File: src/rtl/ifu_prefetch.sv
`default_nettype none
// ============================================================================
// Module   : ifu_prefetch
// Purpose  : Instruction fetch unit. Generates the PC, issues in-order fetch
//            requests on the RIB master side and buffers up to two fetched
//            instructions in a 2-entry FIFO in front of decode. A jump
//            flushes the FIFO, discards in-flight responses and restarts
//            fetch at the target address.
// Ports    :
//   clk           in   core clock
//   rst           in   asynchronous, active-low reset
//   jump_flag_i   in   redirect request (same cycle as jump_addr_i)
//   jump_addr_i   in   redirect target, word aligned
//   hold_flag_i   in   [0]=hold PC, [1]=hold decode, [2] unused
//   req_o         out  fetch request valid
//   req_addr_o    out  fetch address (current PC)
//   req_ready_i   in   bus accepts request when req_o && req_ready_i
//   rsp_valid_i   in   read data valid, in request order
//   rsp_data_i    in   instruction word
//   inst_valid_o  out  instruction presented to decode (consumed same cycle)
//   inst_o        out  instruction word, NOP_INST when not valid
//   inst_addr_o   out  instruction address, 0 when not valid
// Revision : 1.0 - initial release
// ============================================================================
module ifu_prefetch #(
  parameter logic [31:0] RESET_ADDR = 32'h0000_0000,
  parameter logic [31:0] NOP_INST   = 32'h0000_0001
) (
  input  logic        clk,
  input  logic        rst,
  input  logic        jump_flag_i,
  input  logic [31:0] jump_addr_i,
  input  logic [2:0]  hold_flag_i,
  output logic        req_o,
  output logic [31:0] req_addr_o,
  input  logic        req_ready_i,
  input  logic        rsp_valid_i,
  input  logic [31:0] rsp_data_i,
  output logic        inst_valid_o,
  output logic [31:0] inst_o,
  output logic [31:0] inst_addr_o
);

  // PC and bookkeeping counters (each 0..2)
  logic [31:0] pc_q, pc_d;
  logic [1:0]  outst_q, outst_d;
  logic [1:0]  drop_q, drop_d;
  logic [1:0]  cnt_q, cnt_d;

  // Pending address queue: addresses of accepted requests, oldest first
  logic [31:0] aq_addr_q [2];
  logic        aq_rd_q, aq_rd_d;
  logic        aq_wr_q, aq_wr_d;

  // Output FIFO of {addr, data}
  logic [31:0] fifo_addr_q [2];
  logic [31:0] fifo_data_q [2];
  logic        fifo_rd_q, fifo_rd_d;
  logic        fifo_wr_q, fifo_wr_d;

  logic        accept;
  logic        rsp_take;
  logic        rsp_drop;
  logic        fifo_push;
  logic        fifo_pop;
  logic        credit_ok;
  logic [2:0]  credit_sum;
  logic        unused_hold_bit;

  assign unused_hold_bit = hold_flag_i[2];

  // Every accepted request reserves a FIFO slot until it is consumed, so the
  // FIFO can never overflow regardless of response latency.
  assign credit_sum = {1'b0, outst_q} + {1'b0, cnt_q};
  assign credit_ok  = credit_sum < 3'd2;

  // Gated with rst so no request is shown while reset is asserted.
  assign req_o      = rst && !jump_flag_i && !hold_flag_i[0] && credit_ok;
  assign req_addr_o = pc_q;
  assign accept     = req_o && req_ready_i;

  // Responses with nothing outstanding are out of contract; ignore them.
  assign rsp_take   = rsp_valid_i && (outst_q != 2'd0);
  assign rsp_drop   = drop_q != 2'd0;
  // A response arriving in the jump cycle belongs to the old stream.
  assign fifo_push  = rsp_take && !rsp_drop && !jump_flag_i;

  assign inst_valid_o = (cnt_q != 2'd0) && !hold_flag_i[1] && !jump_flag_i;
  assign fifo_pop     = inst_valid_o;
  assign inst_o       = inst_valid_o ? fifo_data_q[fifo_rd_q] : NOP_INST;
  assign inst_addr_o  = inst_valid_o ? fifo_addr_q[fifo_rd_q] : 32'h0;

  always_comb begin
    pc_d      = pc_q;
    outst_d   = outst_q;
    drop_d    = drop_q;
    cnt_d     = cnt_q;
    aq_rd_d   = aq_rd_q;
    aq_wr_d   = aq_wr_q;
    fifo_rd_d = fifo_rd_q;
    fifo_wr_d = fifo_wr_q;

    // In-flight tracking is never flushed: late responses still arrive and
    // must pop their queue entry even when they are dropped.
    outst_d = outst_q + {1'b0, accept} - {1'b0, rsp_take};
    aq_wr_d = aq_wr_q ^ accept;
    aq_rd_d = aq_rd_q ^ rsp_take;

    if (accept) begin
      pc_d = pc_q + 32'd4;
    end

    if (rsp_take && rsp_drop) begin
      drop_d = drop_q - 2'd1;
    end

    if (jump_flag_i) begin
      pc_d      = jump_addr_i;
      // No request is accepted in a jump cycle, so everything still
      // outstanding after this cycle's response must be discarded.
      drop_d    = outst_q - {1'b0, rsp_take};
      cnt_d     = 2'd0;
      fifo_rd_d = 1'b0;
      fifo_wr_d = 1'b0;
    end else begin
      cnt_d     = cnt_q + {1'b0, fifo_push} - {1'b0, fifo_pop};
      fifo_rd_d = fifo_rd_q ^ fifo_pop;
      fifo_wr_d = fifo_wr_q ^ fifo_push;
    end
  end

  always_ff @(posedge clk or negedge rst) begin
    if (!rst) begin
      pc_q      <= RESET_ADDR;
      outst_q   <= 2'd0;
      drop_q    <= 2'd0;
      cnt_q     <= 2'd0;
      aq_rd_q   <= 1'b0;
      aq_wr_q   <= 1'b0;
      fifo_rd_q <= 1'b0;
      fifo_wr_q <= 1'b0;
    end else begin
      pc_q      <= pc_d;
      outst_q   <= outst_d;
      drop_q    <= drop_d;
      cnt_q     <= cnt_d;
      aq_rd_q   <= aq_rd_d;
      aq_wr_q   <= aq_wr_d;
      fifo_rd_q <= fifo_rd_d;
      fifo_wr_q <= fifo_wr_d;
    end
  end

  // Storage arrays carry no reset; validity is tracked by the counters.
  always_ff @(posedge clk) begin
    if (accept) begin
      aq_addr_q[aq_wr_q] <= pc_q;
    end
    if (fifo_push) begin
      fifo_addr_q[fifo_wr_q] <= aq_addr_q[aq_rd_q];
      fifo_data_q[fifo_wr_q] <= rsp_data_i;
    end
  end

endmodule
`default_nettype wire

File: config.mk
export PLATFORM = sky130hd
export DESIGN_NAME = ifu_prefetch
export DESIGN_NICKNAME = d
export VERILOG_FILES = /design/src/rtl/ifu_prefetch.sv
export SDC_FILE = /design/constraint.sdc
export NUM_CORES = 1
export LEC_CHECK = 0
export BUFFER_PORTS_ARGS = -buffer_cell sky130_fd_sc_hd__buf_4
export CAP_MARGIN = 40
export CORE_MARGIN = 5
export CORE_UTILIZATION = 35
export DETAILED_ROUTE_END_ITERATION = 16
export MAX_ROUTING_LAYER = met4
export PLACE_DENSITY = 0.62
export SETUP_SLACK_MARGIN = 0.3
export SLEW_MARGIN = 25
export SYNTH_ARGS = -nofsm -noshare
export SYNTH_HDL_FRONTEND = slang
export SYNTH_SLANG_ARGS = --single-unit
File: constraint.sdc
create_clock -name clk -period 2.9 [get_ports clk]
set_input_delay 0.145 -clock clk [delete_from_list [all_inputs] [get_ports clk]]
set_output_delay 0.145 -clock clk [all_outputs]
set_load 0.05 [all_outputs]
## Word level (Yosys, flattened, before mapping)

Memory sizes are Yosys's and may differ from the RTL's.
Cells that the tools add are included.

- Memories kept: 3
- RAM bits: 192
- Flip-flop bits (word level): 42

Memory list:

| memory | depth | bits a word | rd ports | clocked after Yosys merged registers in | write ports | line | text |
|---|---|---|---|---|---|---|---|
| aq_addr_q | 2 | 32 | 1 | 0 | 1 | 51 | `logic [31:0] aq_addr_q [2];` |
| fifo_addr_q | 2 | 32 | 1 | 0 | 1 | 56 | `logic [31:0] fifo_addr_q [2];` |
| fifo_data_q | 2 | 32 | 1 | 0 | 1 | 57 | `logic [31:0] fifo_data_q [2];` |

- $add $sub $neg: 8
- Reductions and logical operators: 19
- Bitwise gates (word level): 4
- Order comparisons: 1
- Muxes and demuxes: 13

Operator list:

| kind | number |
|---|---|
| 32-bit two-way mux | 4 |
| 32-bit by 3-bit adder with 32-bit output (second input constant) | 1 |
| 1-bit logical AND | 10 |
| 2-bit nonzero test | 5 |
| 1-bit two-way mux | 6 |
| 2-bit two-way mux | 3 |
| 2-bit by 1-bit subtractor with 2-bit output | 3 |
| 2-bit by 1-bit adder with 2-bit output | 2 |
| 1-bit zero test | 4 |
| 1-bit bitwise XOR | 4 |
| 2-bit by 2-bit adder with 3-bit output | 1 |
| 3-bit by 2-bit < comparator with 1-bit output (second input constant) | 1 |
| 2-bit by 1-bit subtractor with 2-bit output (second input constant) | 1 |

## Logic depth before layout (Yosys ltp)

- Depth after elaboration: 7
- Depth in mapped cells: 11
- Gate-level depth less buffers: 9

## Worst setup path after synthesis

Ideal clock, no wire load.

- Path kind: flip-flop to flip-flop
- From: register cnt_q[0]
- To: memory aq_addr_q[1][0], enable pin
- Stages on the path, launching flop included: 8
- Slack: -0.138 ns
- Library setup time: 0.392 ns
- Period minus slack after synthesis: 3.038 ns
- Data arrival time: 2.645 ns
- Path buffers: 1
- Path through: dfrtp_1 -> and2_1 -> fa_1 -> nor4b_1 -> nand2_1 -> inv_1 -> clkbuf_1 -> ha_1

- Longest elaborated chain between the ends: 6

Ends and longest elaborated chain:

| what | line | text |
|---|---|---|
| from (decl) | 48 | `logic [1:0] cnt_q, cnt_d;` |
| from (signal assigned) | 146 | `cnt_q <= cnt_d;` |
| 2-bit by 2-bit adder with 3-bit output | 74 | `assign credit_sum = {1'b0, outst_q} + {1'b0, cnt_q};` |
| 3-bit by 2-bit < comparator with 1-bit output | 75 | `assign credit_ok = credit_sum < 3'd2;` |
| 1-bit logical AND | 78 | `assign req_o = rst && !jump_flag_i && !hold_flag_i[0] && credit_ok;` |
| 1-bit logical AND | 80 | `assign accept = req_o && req_ready_i;` |
| 1-bit two-way mux | 156 | `if (accept) begin` |
| 1-bit two-way mux (not written as such) | 157 | `aq_addr_q[aq_wr_q] <= pc_q;` |
| to (decl) | 51 |  |

Every way passes these cells.

## Worst setup path after layout

- From: register cnt_q[0]
- To: memory aq_addr_q[1][30], enable pin

The elaborated chain is that of the path after synthesis.

==> metrics.yaml <==
outcome: "complete, no violations"
seq_area_um2: 6820
grt_overflow_total: 0
grtUsageTotal_pct: 14.9
multi_input_area_um2: 2650
cp_top_family: "adder cells"
vias: 6065
initial_utilization_pct: 35.5
dieArea_um2: 30800
dr.pass1.iters: 4
powerDensity_nw_per_um2: 671
cp-start-kind: "flip-flop"
synth_area_leader_cell: "edfxtp_1"
timing.fmax_mhz: 405
tns_ps: 0
crit_path_frequent_cell: "buf_6"
total_power_mw: 8.67
detailedPlace.worstSlack_ps: 234
leakage_nw: 4.83
ys_ff_latch: 234
dpl_cell_area_um2: 11400
fin_nets: 982
syn_nets: 728
synth_cell_types: 46
nFillCells: 2340
yosysTopAreaCellShare_pct: 60.2
diodes: 0
fin_crit_sh_pct: 85.0
area_growth_pct: 34.9
crit_fanout: 17
layoutNonFillerInstCount: 1257
die_y_um: 175
netlist_instances: 644
async_reset_ff_share_pct: 17.9
fin_skew_ps: 15.2
yosysWarnings: 0
relSlewSlack_pct: 60.2
drv_slew: 0
pin_count: 170
grt_pass1_vias: 6197
ant_nets: 0
critPathLaunch: "cnt_q[0]$_DFF_PN0_"
placeableCoreArea_um2: 27000
peakVddDrop_uv: 324
cts_buffer_depth: 3
r2r-start: "cnt_q[0]$_DFF_PN0_"
drc: 0
drive_gt1_share_pct: 29.8
via_per_inst: 4.82
drt_iter0_drc: 339
netlist_area_um2: 9570
die_w_um: 175
cp-end-kind: "flip-flop"
clk_latency_ps: 500
setup_viol: 0
final_hold_viol_count: 0
final_core_util_pct: 47.9
wire_per_inst_um: 18.0
cts_sinks: 234
cts_buffers: 24
cts_tree: "built"
io_buffers: 168
cts_max_level: 1
ys_seq_area_share_pct: 71.2
post-place-cells: 1145
worstPathBufferInverterCount: 3
worstSetupPathType: "reg -> reg"
grt_max_degree: 65
dp_hpwl_um: 14500
grt_pass1_wl_um: 35400
synth_edf_count: 192
timing.max_cap.violations: 0
hp-start: "rsp_valid_i"
arrival_ps: 2650
final_area_um2: 12900
period_needed_ps: 2470
rsz0062_at_grt: "no"
worst_path_max_delay_cell: "fa_1"
whs_ps: 55.5
ys.flop_type: "edfxtp_1"
slowest_delay_ps: 480
hp-class: "in -> reg"
tightest_slew_ps: 597
path_clk_slew_ps: 60
path_cells: "and2_1 -> fa_1 -> nor4b_4 -> nand2_1 -> inv_2 -> buf_6 -> ha_4 -> buf_6"
cts_root_buf: "clkbuf_16"
critPathRequiredTime_ps: 3090
synth_area_per_cell_um2: 14.9
post_cts_buffers: 0
finalWorstSetupSlack_ps: 434
netlist_top_cells_area: "edfxtp_1 60%, dfrtp_1 11%, mux2i_1 6.8%"
rows: 60
antenna_found_initial: 0
place.gp.congestion: 0.775
drt-total-wl_um: 22600
## state kept, by name, summed over array words and instances, names as in the netlist
name,cells
aq_addr_q,64
aq_rd_q,1
aq_wr_q,1
cnt_q,2
drop_q,2
fifo_addr_q,64
fifo_data_q,64
fifo_rd_q,1
fifo_wr_q,1
outst_q,2
req_addr_o,32
## cells in the mapped netlist (3+ instances only)
library cell,n
mux2i_1,65
inv_1,16
and2_1,5
or4_1,4
clkbuf_1,25
nand3_1,23
a22oi_1,6
or3_1,3
a221o_1,4
nand4_1,13
nor2_1,77
a21oi_1,6
mux2_2,34
ha_1,11
edfxtp_1,192
xnor2_1,7
dfrtp_1,42
buf_1,6
nand2_1,32
xor2_1,7
nor3_1,5
nor2b_1,4
o211ai_1,8
o21ai_0,16
nor4_1,5
## repair_timing
item                                    CTS  global route
endpoints found under the hold margin   141             0
gates cloned                              0             1
resized for setup                         1             7
endpoints found under the setup margin   64           115
hold buffers                             66             0
## layout by cell type (no fill, tap or decap), drive strengths merged, types with 2 or more instances in the layout
cell type    count
and4             2
inv             16
nand3           23
xnor2            7
nand4           14
nand2           34
nor4             6
xor2             7
and3             2
o21ai           16
nor3             5
o311ai           2
a221o            4
buf            192
clkinv          11
and2             5
mux2            34
mux2i           65
edfxtp         192
a21o             2
nor2            77
ha              11
a21oi            6
a31oi            2
dlygate4sd3     66
dfrtp           42
a22oi            6
o211ai           8
or3              3
or4              4
clkbuf          33
o311a            2
nand3b           2
nor2b            4
## power breakdown
part	switching (mW)	internal [mW]	total, mW	leakage, nW
registers	0.167	3.94	4.11	2.24
clock network	1.20	1.69	2.88	0.368
logic	0.970	0.708	1.68	2.22
total	2.33	6.34	8.67	4.83
## worst min-delay path, delay by kind of cell
family,cells,cell delay [ps]
AOI/OAI and AO/OA,1,70
xor gates and xnor gates,1,60
buffers and inverters,2,240
## cell type report
class / count / area share (%)
Sequential cell: 234 / 52.8
Multi-Input combinational cell: 363 / 20.5
Timing Repair Buffer: 259 / 17.2
Clock buffer: 32 / 5.12
Tap cell: 341 / 3.30
Clock inverter: 12 / 0.610
Inverter: 16 / 0.465
## kinds of logic (layout without fill, tap and decap cells)
group / count (synthesis) / after routing / share of synthesized area, %
compound gates: 54 / 54 / 3.89
mux: 99 / 99 / 10.8
flops: 234 / 234 / 71.2
fa+ha+maj: 12 / 12 / 1.65
simple gates: 184 / 184 / 9.34
buf+inv: 47 / 319 / 1.84
xor+xnor: 14 / 14 / 1.28
## routing by layer
layer	vias up	global-route usage, %	share of wire (%)	wire length, um
li1	2924	-	-	-
met1	2930	19.4	43	9620
met2	177	24.4	49	11100
met3	34	2.82	6.2	1400
met4	0	3.90	2.1	469
met5	-	-	0	0
## final timing paths
check / slack (ps) / depth (start not counted) / end
max: 430 / 8 / aq_addr_q[1][30]$_DFFE_PP_
min: 60 / 4 / aq_rd_q$_DFF_PN0_
max reg2reg: 430 / 8 / aq_addr_q[1][30]$_DFFE_PP_
min reg2reg: 510 / 0 / aq_addr_q[0][1]$_DFFE_PP_
max in group asynchronous: 2150 / 3 / fifo_rd_q$_DFF_PN0_
min in group asynchronous: 270 / 3 / cnt_q[0]$_DFF_PN0_
No activity file was read; power rests on OpenSTA's default activity.
